**src/rtl/lsu_pkg.sv**
```systemverilog
// lsu_pkg: shared funct3 codes, FSM states and alignment check for the load/store unit.
package lsu_pkg;

    localparam logic [2:0] F3_B  = 3'b000;
    localparam logic [2:0] F3_H  = 3'b001;
    localparam logic [2:0] F3_W  = 3'b010;
    localparam logic [2:0] F3_BU = 3'b100;
    localparam logic [2:0] F3_HU = 3'b101;

    typedef enum logic [1:0] {IDLE, ACCESS, WRITE, RESP} lsu_state_t;

    function automatic logic is_misaligned(input logic [2:0] funct3, input logic [1:0] addr_lo);
        return (funct3[1:0] == 2'b01 && addr_lo[0]) || (funct3[1:0] == 2'b10 && addr_lo != 2'b00);
    endfunction

endpackage

```
**src/rtl/lsu_align.sv**
```systemverilog
// lsu_align: combinational lane extraction for loads and lane merging for sub-word stores.
module lsu_align import lsu_pkg::*; #(
    parameter int XLEN = 32
) (
    input  logic [XLEN-1:0] i_mem_rdata,
    input  logic [15:0]     i_wdata,
    input  logic [2:0]      i_funct3,
    input  logic [1:0]      i_addr_lo,
    output logic [XLEN-1:0] o_rdata_fmt,
    output logic [XLEN-1:0] o_merged
);

    logic [4:0]      w_sh;
    logic [XLEN-1:0] w_lane;
    logic [XLEN-1:0] w_mask;
    logic [XLEN-1:0] w_ins;

    // Halfword accesses use addr[1] only as the lane select; byte accesses use addr[1:0].
    assign w_sh   = {i_addr_lo[1], i_addr_lo[0] & ~i_funct3[0], 3'b000};
    assign w_lane = i_mem_rdata >> w_sh;
    assign w_mask = (i_funct3[0] ? XLEN'(16'hFFFF) : XLEN'(8'hFF)) << w_sh;
    assign w_ins  = (i_funct3[0] ? XLEN'(i_wdata) : XLEN'(i_wdata[7:0])) << w_sh;

    always_comb begin
        o_rdata_fmt = (i_funct3 == F3_B)  ? {{(XLEN-8){w_lane[7]}}, w_lane[7:0]} :
                      (i_funct3 == F3_BU) ? {{(XLEN-8){1'b0}}, w_lane[7:0]} :
                      (i_funct3 == F3_H)  ? {{(XLEN-16){w_lane[15]}}, w_lane[15:0]} :
                      (i_funct3 == F3_HU) ? {{(XLEN-16){1'b0}}, w_lane[15:0]} :
                                            i_mem_rdata;
        o_merged    = (i_mem_rdata & ~w_mask) | w_ins;
    end

endmodule

```
**src/rtl/lsu_mem_ctrl.sv**
```systemverilog
// lsu_mem_ctrl: RV32I load/store unit bridging a valid/ready request port to a word-only memory,
// doing read-modify-write for SB/SH and flagging misaligned/out-of-range accesses.
module lsu_mem_ctrl import lsu_pkg::*; #(
    parameter int XLEN      = 32,
    parameter int MEM_WORDS = 1024
) (
    input  logic            clk,
    input  logic            rst,
    input  logic            req_valid,
    output logic            req_ready,
    input  logic            req_we,
    input  logic [2:0]      req_funct3,
    input  logic [XLEN-1:0] req_addr,
    input  logic [XLEN-1:0] req_wdata,
    output logic            resp_valid,
    input  logic            resp_ready,
    output logic [XLEN-1:0] resp_rdata,
    output logic            resp_err,
    output logic            mem_read,
    output logic            mem_write,
    output logic [XLEN-1:0] mem_addr,
    output logic [XLEN-1:0] mem_wdata,
    input  logic [XLEN-1:0] mem_rdata
);

    localparam logic [XLEN-1:0] ADDR_LIMIT = XLEN'(4 * MEM_WORDS);

    lsu_state_t      r_state;
    lsu_state_t      w_next;
    logic            r_we;
    logic            r_err;
    logic [2:0]      r_f3;
    logic [XLEN-1:0] r_addr;
    logic [XLEN-1:0] r_wdata;
    logic [XLEN-1:0] r_rdata;
    logic [XLEN-1:0] r_merged;
    logic            w_bad_f3;
    logic            w_err;
    logic            w_word_st;
    logic            w_mem_phase;
    logic [XLEN-1:0] w_fmt;
    logic [XLEN-1:0] w_merged;

    assign w_bad_f3    = req_we ? (req_funct3[2] || req_funct3[1:0] == 2'b11)
                                : (req_funct3[1:0] == 2'b11 || req_funct3[2:1] == 2'b11);
    assign w_err       = w_bad_f3 || is_misaligned(req_funct3, req_addr[1:0]) || req_addr >= ADDR_LIMIT;
    assign w_word_st   = r_we && r_f3 == F3_W;
    assign w_mem_phase = r_state == ACCESS || r_state == WRITE;
    assign resp_rdata  = r_rdata;
    assign resp_err    = r_err;

    lsu_align #(.XLEN(XLEN)) u_align (
        .i_mem_rdata (mem_rdata),
        .i_wdata     (r_wdata[15:0]),
        .i_funct3    (r_f3),
        .i_addr_lo   (r_addr[1:0]),
        .o_rdata_fmt (w_fmt),
        .o_merged    (w_merged)
    );

    always_ff @(posedge clk or posedge rst) begin
        if (rst) r_state <= IDLE;
        else     r_state <= w_next;
    end

    always_comb begin
        w_next = r_state;
        case (r_state)
            IDLE:    w_next = req_valid ? (w_err ? RESP : ACCESS) : IDLE;
            ACCESS:  w_next = (r_we && !w_word_st) ? WRITE : RESP;
            WRITE:   w_next = RESP;
            default: w_next = resp_ready ? IDLE : RESP;
        endcase
        req_ready  = r_state == IDLE;
        resp_valid = r_state == RESP;
        mem_read   = r_state == ACCESS && !w_word_st;
        mem_write  = (r_state == ACCESS && w_word_st) || r_state == WRITE;
        mem_addr   = w_mem_phase ? {r_addr[XLEN-1:2], 2'b00} : '0;
        mem_wdata  = (r_state == WRITE) ? r_merged : (r_state == ACCESS && w_word_st) ? r_wdata : '0;
    end

    // Load data is formatted as it is read; sub-word stores keep the merged word for WRITE.
    always_ff @(posedge clk or posedge rst) begin
        if (rst) begin
            r_we     <= 1'b0;
            r_err    <= 1'b0;
            r_f3     <= '0;
            r_addr   <= '0;
            r_wdata  <= '0;
            r_rdata  <= '0;
            r_merged <= '0;
        end else if (r_state == IDLE && req_valid) begin
            r_we    <= req_we;
            r_f3    <= req_funct3;
            r_addr  <= req_addr;
            r_wdata <= req_wdata;
            r_err   <= w_err;
            r_rdata <= '0;
        end else if (r_state == ACCESS) begin
            if (!r_we) r_rdata <= w_fmt;
            else       r_merged <= w_merged;
        end
    end

endmodule

```
**config.mk**
```make
export PLATFORM = sky130hd
export DESIGN_NAME = lsu_mem_ctrl
export DESIGN_NICKNAME = d
export VERILOG_FILES = /design/src/rtl/lsu_pkg.sv /design/src/rtl/lsu_align.sv /design/src/rtl/lsu_mem_ctrl.sv
export SDC_FILE = /design/constraint.sdc
export NUM_CORES = 1
export LEC_CHECK = 0
export CAP_MARGIN = 10
export CORE_UTILIZATION = 35
export CTS_BUF_LIST = sky130_fd_sc_hd__clkbuf_8
export DETAILED_ROUTE_END_ITERATION = 16
export PLACE_DENSITY = 0.6
export SLEW_MARGIN = 20
export SYNTH_ARGS = -nofsm -noshare
export SYNTH_HDL_FRONTEND = slang
export SYNTH_SLANG_ARGS = --single-unit
```
**constraint.sdc**
```tcl
create_clock -name clk -period 12.58 [get_ports clk]
set_input_delay 2.516 -clock clk [delete_from_list [all_inputs] [get_ports clk]]
set_output_delay 2.516 -clock clk [all_outputs]
set_load 0.02 [all_outputs]
```
; ---- Word level (Yosys, flattened, before mapping)
; Cells that the tools add are included.
[word_totals]
register_bits = 135
input_bits = 104
output_inout_bits = 101
word_cells = 69
[op_classes]
n_lt_le_gt_ge = 1
eq_ne = 12
shift = 3
muxes = 18
n_bitwise = 6
n_reduce_logical = 21
[op_table]
columns = cell, n
row1 = $mux W32, 10
row2 = $shl A32 B5 Y32, 2
row3 = $and A32 B32 Y32, 1
row4 = $ge A32 B13 Y1 const B, 1
row5 = $mux W16, 2
row6 = $not A32 Y32, 1
row7 = $or A32 B32 Y32, 1
row8 = $shr A32 B5 Y16, 1
row9 = $eq A2 B2 Y1 const B, 5
row10 = $logic_and A1 B1 Y1, 7
row11 = $logic_or A1 B1 Y1, 7
row12 = $eq A3 B3 Y1 const B, 2
row13 = $mux W2, 3
row14 = $pmux W2 S3, 1
row15 = $eq A2 B1 Y1 const B, 2
row16 = $reduce_bool A2 Y1, 2
row17 = $eq A3 B1 Y1 const B, 1
row18 = $eq A3 B2 Y1 const B, 1
row19 = $logic_not A3 Y1, 1
row20 = $reduce_and A3 Y1, 1
row21 = $logic_not A2 Y1, 1
row22 = $mux W1, 2
row23 = $ne A2 B1 Y1 const B, 1
row24 = $not A1 Y1, 2
row25 = other kinds (3), 3

; ---- Depth between registers and ports, before layout
; Gate-level depths: netlist (run 1).
[logic_depth]
word_depth = 10
depth_mapped = 8
mapped_depth_nobuf = 6

; ---- Hierarchy
; From an unflattened synthesis (run 1), not the netlist that was laid out.
[unflattened]
cells_unflattened = 594
hier_area_um2 = 7131.8
[by_module_without_submodules]
columns = mod, instances, cells_per_inst, area_per_inst_um2, seq_area_each_um2
row1 = lsu_mem_ctrl, 1, 432, 5969.5, 3378.2
row2 = lsu_align, 1, 162, 1162.4, 0.0

; ---- Worst setup path after synthesis (run 1)
; No wires, ideal clock.
[synth_path]
path_type = reg-to-output
start = register r_state[0]
end = output port mem_wdata[10]
arrival_time_ns = 1.638
required_ns = 10.064
setup_slack_ns = 8.426
path_stages_with_launch = 7
n_path_buf = 2
cell_sequence = dfrtp_1 > inv_1 > ha_1 > buf_2 > clkbuf_1 > mux2i_1 > nor2_1
[synth_between]
elab_chain_len = 4
elab_cells_between_ends = 5
classes_between = 2 x eq/ne / 2 x mux / 1 x reduce/logical
[synth_lines]
columns = element, line
row1 = "start, declared", lsu_mem_ctrl.sv:28  ; lsu_state_t r_state;
row2 = "start signal, assigned", lsu_mem_ctrl.sv:63  ; else r_state <= w_next;
row3 = $eq A2 B1 Y1, lsu_mem_ctrl.sv:79  ; mem_wdata = (r_state == WRITE) ? r_merged : (r_state == ACCESS && w_word_st) ? r_wdata : '0;
row4 = $logic_and A1 B1 Y1, lsu_mem_ctrl.sv:79
row5 = $mux W32, lsu_mem_ctrl.sv:79
row6 = $mux W32 (*), lsu_mem_ctrl.sv:79
row7 = "end, declared", lsu_mem_ctrl.sv:22  ; output logic [XLEN-1:0] mem_wdata,
; Every way passes the cells marked *; elsewhere a longest branch is shown, timed or not.

; ---- Worst setup path after layout (run 1)
[layout_path]
start = register r_state[0]
end = output port mem_wdata[31]
; The elaborated chain is that of the path after synthesis.

==> run metrics, run 1 <==
Distinct cells, synth=45; Post-CTS Setup Inserts=0; CTS clk-pin slew, worst paths=0.07 ns; ys flop type=dfrtp_1; clock power share=between 15 and 20%; Max Slew Vio Count=0; status=finished, final reports clean; CP Capture Type=primary output; post_cts resized=0; Synth Area per Inst=11.1 µm²; Die W=141 µm; Setup Viol. Count Final=0; Combinational Power Share=between 50% and 60%; DRT iter0 DRCs=between 200 and 300; top-level I/O count=205; Post-CTS Hold Fix Bufs=0; Netlist Area Pre-Place=slightly below 7000 µm²; H-tree Lvls=4; nets=902; largest net degree at the start of global routing=approximately 90; RSZ-0062 raised after global routing=false; # DRC=0; routability cong.=0.828; clock sink count=around 140; synthesized instance count=614; Filler cells=1713; Pre-Repair DR Iteration Count=4; post-route minimum period=5.97 ns; via count=5445; Pleak=roughly 4 nW; Peak VDD IR=0.000158 V; global-route wire length before repair=32000 µm; P_sw=1.05 mW; Worst-Skew Late Latency=0.44 ns; IO Port Bufs=roughly 200; CTS max path bufs=2; CTS Buf Count=17; Core ar.=18900 µm²; Clock Skew=0.00648 ns; grt ovf=0; fmax=around 170 MHz; post-route setup TNS=0 ns; Tcrit/Tclk final=47.4%; Worst EP required=about 10 ns; EDFF count, synth=0; share of cells above drive strength 1=15.6%; Die Area=20000 µm²; vias in the first global route=5788; DR WL/cell=just under 20 µm; Die H=~140 µm; Hold Path Class=flop to flop; hpwl dp=15200 µm; Power Density=276 nW/µm²; Starting Density=36.0%; DRT antenna net count=0; Int Pwr=around 1.6 mW; Worst setup SP type=flop; sequential share of power=31.4%; Site Rows=50; routed vias/inst=slightly above 5; asr flop ratio synth=100%; worst-margin pin slew=1.13 ns; initial antenna violation count=1; Crit Path Max Fanout=34; Crit Path Class=flop to primary output; post-placement cell area=roughly 9000 µm²; CTS tree=built; GRT Total Usage=21.2%; final hold vios=0; post-route cell area=9440 µm²; sequential fraction of the synthesis area=approximately half; Post-Route WL=around 21000 µm; Synth warnings=0; CTS Root Cell=clkbuf_8; synthesis-to-layout area growth=38.9%; synthesis-stage register bit count=135; Worst EP arrival=around 3.5 ns; switching share of power=40.4%; max-cap violation count=0; Worst slew margin=24.8%
sequential cells by signal, indices dropped and copies added (netlist names):
signal,flops
resp_rdata,32
r_wdata,32
r_we,1
resp_err,1
r_state,2
r_addr,32
r_f3,3
r_merged,32
power by group through the flow:
| stage | Combinational, mW | Clock, mW | Sequential, mW |
|---|---|---|---|
| after floorplan | 0.883 | 0 | 0.778 |
| after global placement | 1.37 | 0 | 0.813 |
| after detailed placement | 1.39 | 0 | 0.826 |
| after CTS | 1.40 | 0.415 | 0.818 |
| after global routing | 1.49 | 0.437 | 0.848 |
| final | 1.38 | 0.407 | 0.820 |
cells by family after synthesis:
group                    Yosys count  share of synthesized area (%)
flip-flops                       135                           49.7
multiplexers                     132                           21.2
adder cells (fa/ha/maj)            4                          0.736
other                              1                         0.0552
AND/OR/NAND/NOR                  157                           11.4
AO/OA/AOI/OAI                    127                           13.0
buffers and inverters             58                           3.83
metrics by stage:
| step | cells | worst slack, ns | total power, mW | utilization (%) | hold WS, ns |
|---|---|---|---|---|---|
| 3_5_place_dp | 1035 | 6.89 | 2.21 | 47.6 | 0.472 |
| 3_3_place_gp | 1035 | 7.02 | 2.18 | 47.5 | 0.461 |
| 5_1_grt | 1066 | 6.38 | 2.77 | 50.0 | 0.521 |
| 4_1_cts | 1066 | 6.38 | 2.63 | 50.0 | 0.489 |
| 2_1_floorplan | 615 | 6.45 | 1.66 | - | 0.450 |
| 6_report | 1067 | 6.61 | 2.61 | 50.0 | 0.491 |
cell usage after synthesis, types with 2 or more instances:
cell / count / share of area (%)
dfrtp_1: 135 / 50
mux2_2: 82 / 14
mux2i_1: 48 / 7.1
nand2_1: 42 / 2.3
o21ai_0: 40 / 2.9
nor2_1: 39 / 2.2
and2_1: 31 / 2.9
clkbuf_1: 20 / 1.1
nand2b_1: 20 / 1.8
buf_2: 19 / 1.4
a22o_1: 17 / 2.2
a21oi_1: 16 / 1.2
inv_1: 13 / 0.72
a22oi_1: 9 / 0.99
a32oi_1: 9 / 1.2
a2bb2oi_1: 8 / 1.0
nor3_1: 8 / 0.59
a32o_1: 7 / 1.0
nor4_1: 7 / 0.64
o32ai_1: 7 / 0.90
o21ai_1: 5 / 0.37
ha_1: 4 / 0.74
buf_4: 3 / 0.33
buf_1: 2 / 0.11
nand3_1: 2 / 0.15
nor2b_1: 2 / 0.18
routing by layer:
layer | routed length [µm] | part of all wire [%] | global-route usage (%)
met1 | 8580 | 42 | 26.0
met2 | 10100 | 49 | 36.0
met3 | 1740 | 8.4 | 6.48
met4 | 212 | 1.0 | 6.06
met5 | 10 | 0.048 | 0
placed cells by master, fill, tap and decap left out, drive strengths merged, types with 15 or more instances in the layout:
master	instances
a21oi	16
o21ai	45
nand2	43
dfrtp	135
clkdlybuf4s50	202
clkbuf	22
a22o	17
mux2	83
and2	31
inv	15
mux2i	49
nand2b	20
nor2	40
critical path, cell delays in order, from the launching register on:
cell and delay [ns]:
dfrtp_1 0.41, inv_1 0.10, ha_2 0.93, a31oi_2 0.40
buf_4 0.35, nor2_1 0.13, clkdlybuf4s50_1 0.66
final timing paths:
path                                      start  depth (start not counted)  slack (ns)                   endpoint
max                        r_state[0]$_DFF_PP0_                          6        6.61              mem_wdata[31]
min                        resp_err$_DFFE_PP0P_                          2        0.49       resp_err$_DFFE_PP0P_
max reg2reg                r_state[0]$_DFF_PP0_                          7        9.92  resp_rdata[6]$_DFFE_PP0P_
min reg2reg                resp_err$_DFFE_PP0P_                          2        0.49       resp_err$_DFFE_PP0P_
max in group asynchronous                   rst                          3        8.85  resp_rdata[1]$_DFFE_PP0P_
min in group asynchronous                   rst                          2        2.60      r_addr[2]$_DFFE_PP0P_
final cells by class:
cell class / count / area [µm²] / share of cell area, %
Tap cell: 260 / 325 / 3.45
Sequential cell: 135 / 3380 / 35.8
Clock buffer: 22 / 303 / 3.21
Multi-Input combinational cell: 422 / 3190 / 33.7
Timing Repair Buffer: 205 / 2040 / 21.7
Inverter: 13 / 53.8 / 0.570
Antenna cell: 1 / 2.50 / 0.0265
Clock inverter: 9 / 148 / 1.56
No activity file was read; power rests on OpenSTA's default activity.
==> inputs of run 2 (changes only) <==
==> constraint.sdc (replaced) <==
create_clock -name clk -period 5.81 [get_ports clk]
set_input_delay 1.162 -clock clk [delete_from_list [all_inputs] [get_ports clk]]
set_output_delay 1.162 -clock clk [all_outputs]
set_load 0.02 [all_outputs]
==> run metrics, run 2 (synthesized netlist as in run 1, its figures left out) <==
DRT iter0 DRCs=321; Pre-Repair DR Iteration Count=4; grt ovf=0; Combinational Power Share=52.8%; Die H=141 µm; CTS Root Cell=clkbuf_8; Post-CTS Setup Inserts=0; Worst-Skew Late Latency=0.45 ns; post-route setup TNS=0 ns; Hold Path Class=flop to flop; Crit Path Class=flop to primary output; final core utilization=50.1%; RSZ-0062 raised after global routing=false; Post-Route WL=20300 µm; CTS clk-pin slew, worst paths=0.07 ns; nets=904; GRT Total Usage=20.8%; Starting Density=36.0%; initial antenna violation count=2; sequential share of power=31.3%; CTS tree=built; Die Area=20000 µm²; commonest non-fill, non-tap cells in the layout=clkdlybuf4s50_1 (202), dfrtp_1 (134), mux2_2 (82); post-route minimum period=between 4 and 5 ns; # diodes=0; post_cts resized=0; synthesis-to-layout area growth=39.2%; final hold vios=0; switching share of power=40.3%; Core ar.=18900 µm²; Setup Viol. Count Final=0; routability cong.=between 0.8 and 0.9; Max Slew Vio Count=0; status=finished, final reports clean; CTS max path bufs=2; CP bufs+invs=2; Max stage delay on crit path=approximately 0.8 ns; Layout Cells excl Fill=1068; hpwl dp=between 15000 and 20000 µm; Tcrit/Tclk final=77.2%; Worst EP arrival=3.32 ns; CP Capture Type=primary output; Worst path slowest cell=dfrtp_2; Clock Skew=0.0114 ns; post-route cell area=9460 µm²; Int Pwr=around 3.4 mW; largest net degree at the start of global routing=93; DR WL/cell=19.0 µm; CTS Buf Count=17; top cell family by delay on the critical path=buffers and inverters; max-cap violation count=0; post-placement cell area=~9000 µm²; fmax=223 MHz; via count=5431; Peak VDD IR=0.000357 V; IO Port Bufs=202; Pleak=3.91 nW; routed vias/inst=roughly 5; Crit Path Max Fanout=41; Worst setup SP type=flop; H-tree Lvls=4; commonest non-fill, non-tap cell in the layout=clkdlybuf4s50_1; clock power share=16.0%; Inst Count DP=1037; Post-CTS Hold Fix Bufs=0; Worst EP required=between 4 and 5 ns; clock sink count=135; share of cells above drive strength 1=15.8%; P_sw=2.28 mW; global-route wire length before repair=approximately 31000 µm; DRT antenna net count=0; vias in the first global route=5634; worst-margin pin slew=0.993 ns; Site Rows=50; top-level I/O count=205; Power Density=598 nW/µm²; Worst slew margin=33.6%; # DRC=0; cell chain of the critical path=nor3b_1, a31oi_2, buf_4, nor2_1, clkdlybuf4s50_1; Die W=141 µm
## run 2: cell types whose count changed in the layout (fill, tap and decap cells not counted), sizes merged
cell / change
inv: +2
bufinv: +1
clkinv: +1
diode: -1
clkinvlp: -1
buf: +2
clkbuf: -3
## run 2: path summary, 6_finish.rpt
kind | start | end | slack, ns | depth (start not counted)
max | r_f3[1]$_DFFE_PP0P_ | mem_wdata[31] | 1.32 | 5
min | r_merged[15]$_DFFE_PP0P_ | r_merged[15]$_DFFE_PP0P_ | 0.49 | 2
max reg2reg | r_state[0]$_DFF_PP0_ | r_wdata[6]$_DFFE_PP0P_ | 3.24 | 5
min reg2reg | r_merged[15]$_DFFE_PP0P_ | r_merged[15]$_DFFE_PP0P_ | 0.49 | 2
max in group asynchronous | rst | resp_rdata[1]$_DFFE_PP0P_ | 3.45 | 3
min in group asynchronous | rst | r_addr[2]$_DFFE_PP0P_ | 1.24 | 2
## run 2: layout make-up
cell class | instances | area, µm²
Timing Repair Buffer | 207 | 2060
Sequential cell | 135 | 3380
Clock inverter | 12 | 200
Tap cell | 260 | 325
Multi-Input combinational cell | 422 | 3180
Clock buffer | 19 | 262
Fill cell | 1712 | 9430
Inverter | 13 | 53.8
## run 2: layer usage
metal / up-vias / wire length, µm / part of all wire [%] / track usage [%]
met5: - / 23 / 0.11 / 0
met4: 4 / 240 / 1.2 / 5.72
li1: 2561 / - / - / -
met1: 2631 / 8510 / 42 / 25.6
met2: 212 / 9870 / 49 / 35.5
met3: 23 / 1680 / 8.2 / 6.14
## run 2: power groups by stage
| stage | logic (mW) | clock network (mW) | registers, mW |
|---|---|---|---|
| after detailed placement | 3.00 | 0 | 1.78 |
| final | 2.99 | 0.903 | 1.77 |
| after global routing | 3.22 | 0.958 | 1.83 |
| after CTS | 3.02 | 0.922 | 1.77 |
| after global placement | 2.96 | 0 | 1.76 |
| after floorplan | 1.91 | 0 | 1.68 |
## run 2: through the flow
stage                     setup WS (ns)  power [mW]  hold slack [ns]
after floorplan                    1.04        3.59            0.450
after global placement             1.60        4.72            0.460
after detailed placement           1.44        4.78            0.471
after CTS                         0.926        5.71            0.487
after global routing               1.09        6.01            0.513
final                              1.32        5.66            0.490
## run 2: worst min-delay path: cells and delay by family, from the launching register on
family           cells  cell delay [ns]
flip-flops           1             0.35
AND/OR/NAND/NOR      1             0.05
AO/OA/AOI/OAI        1             0.06
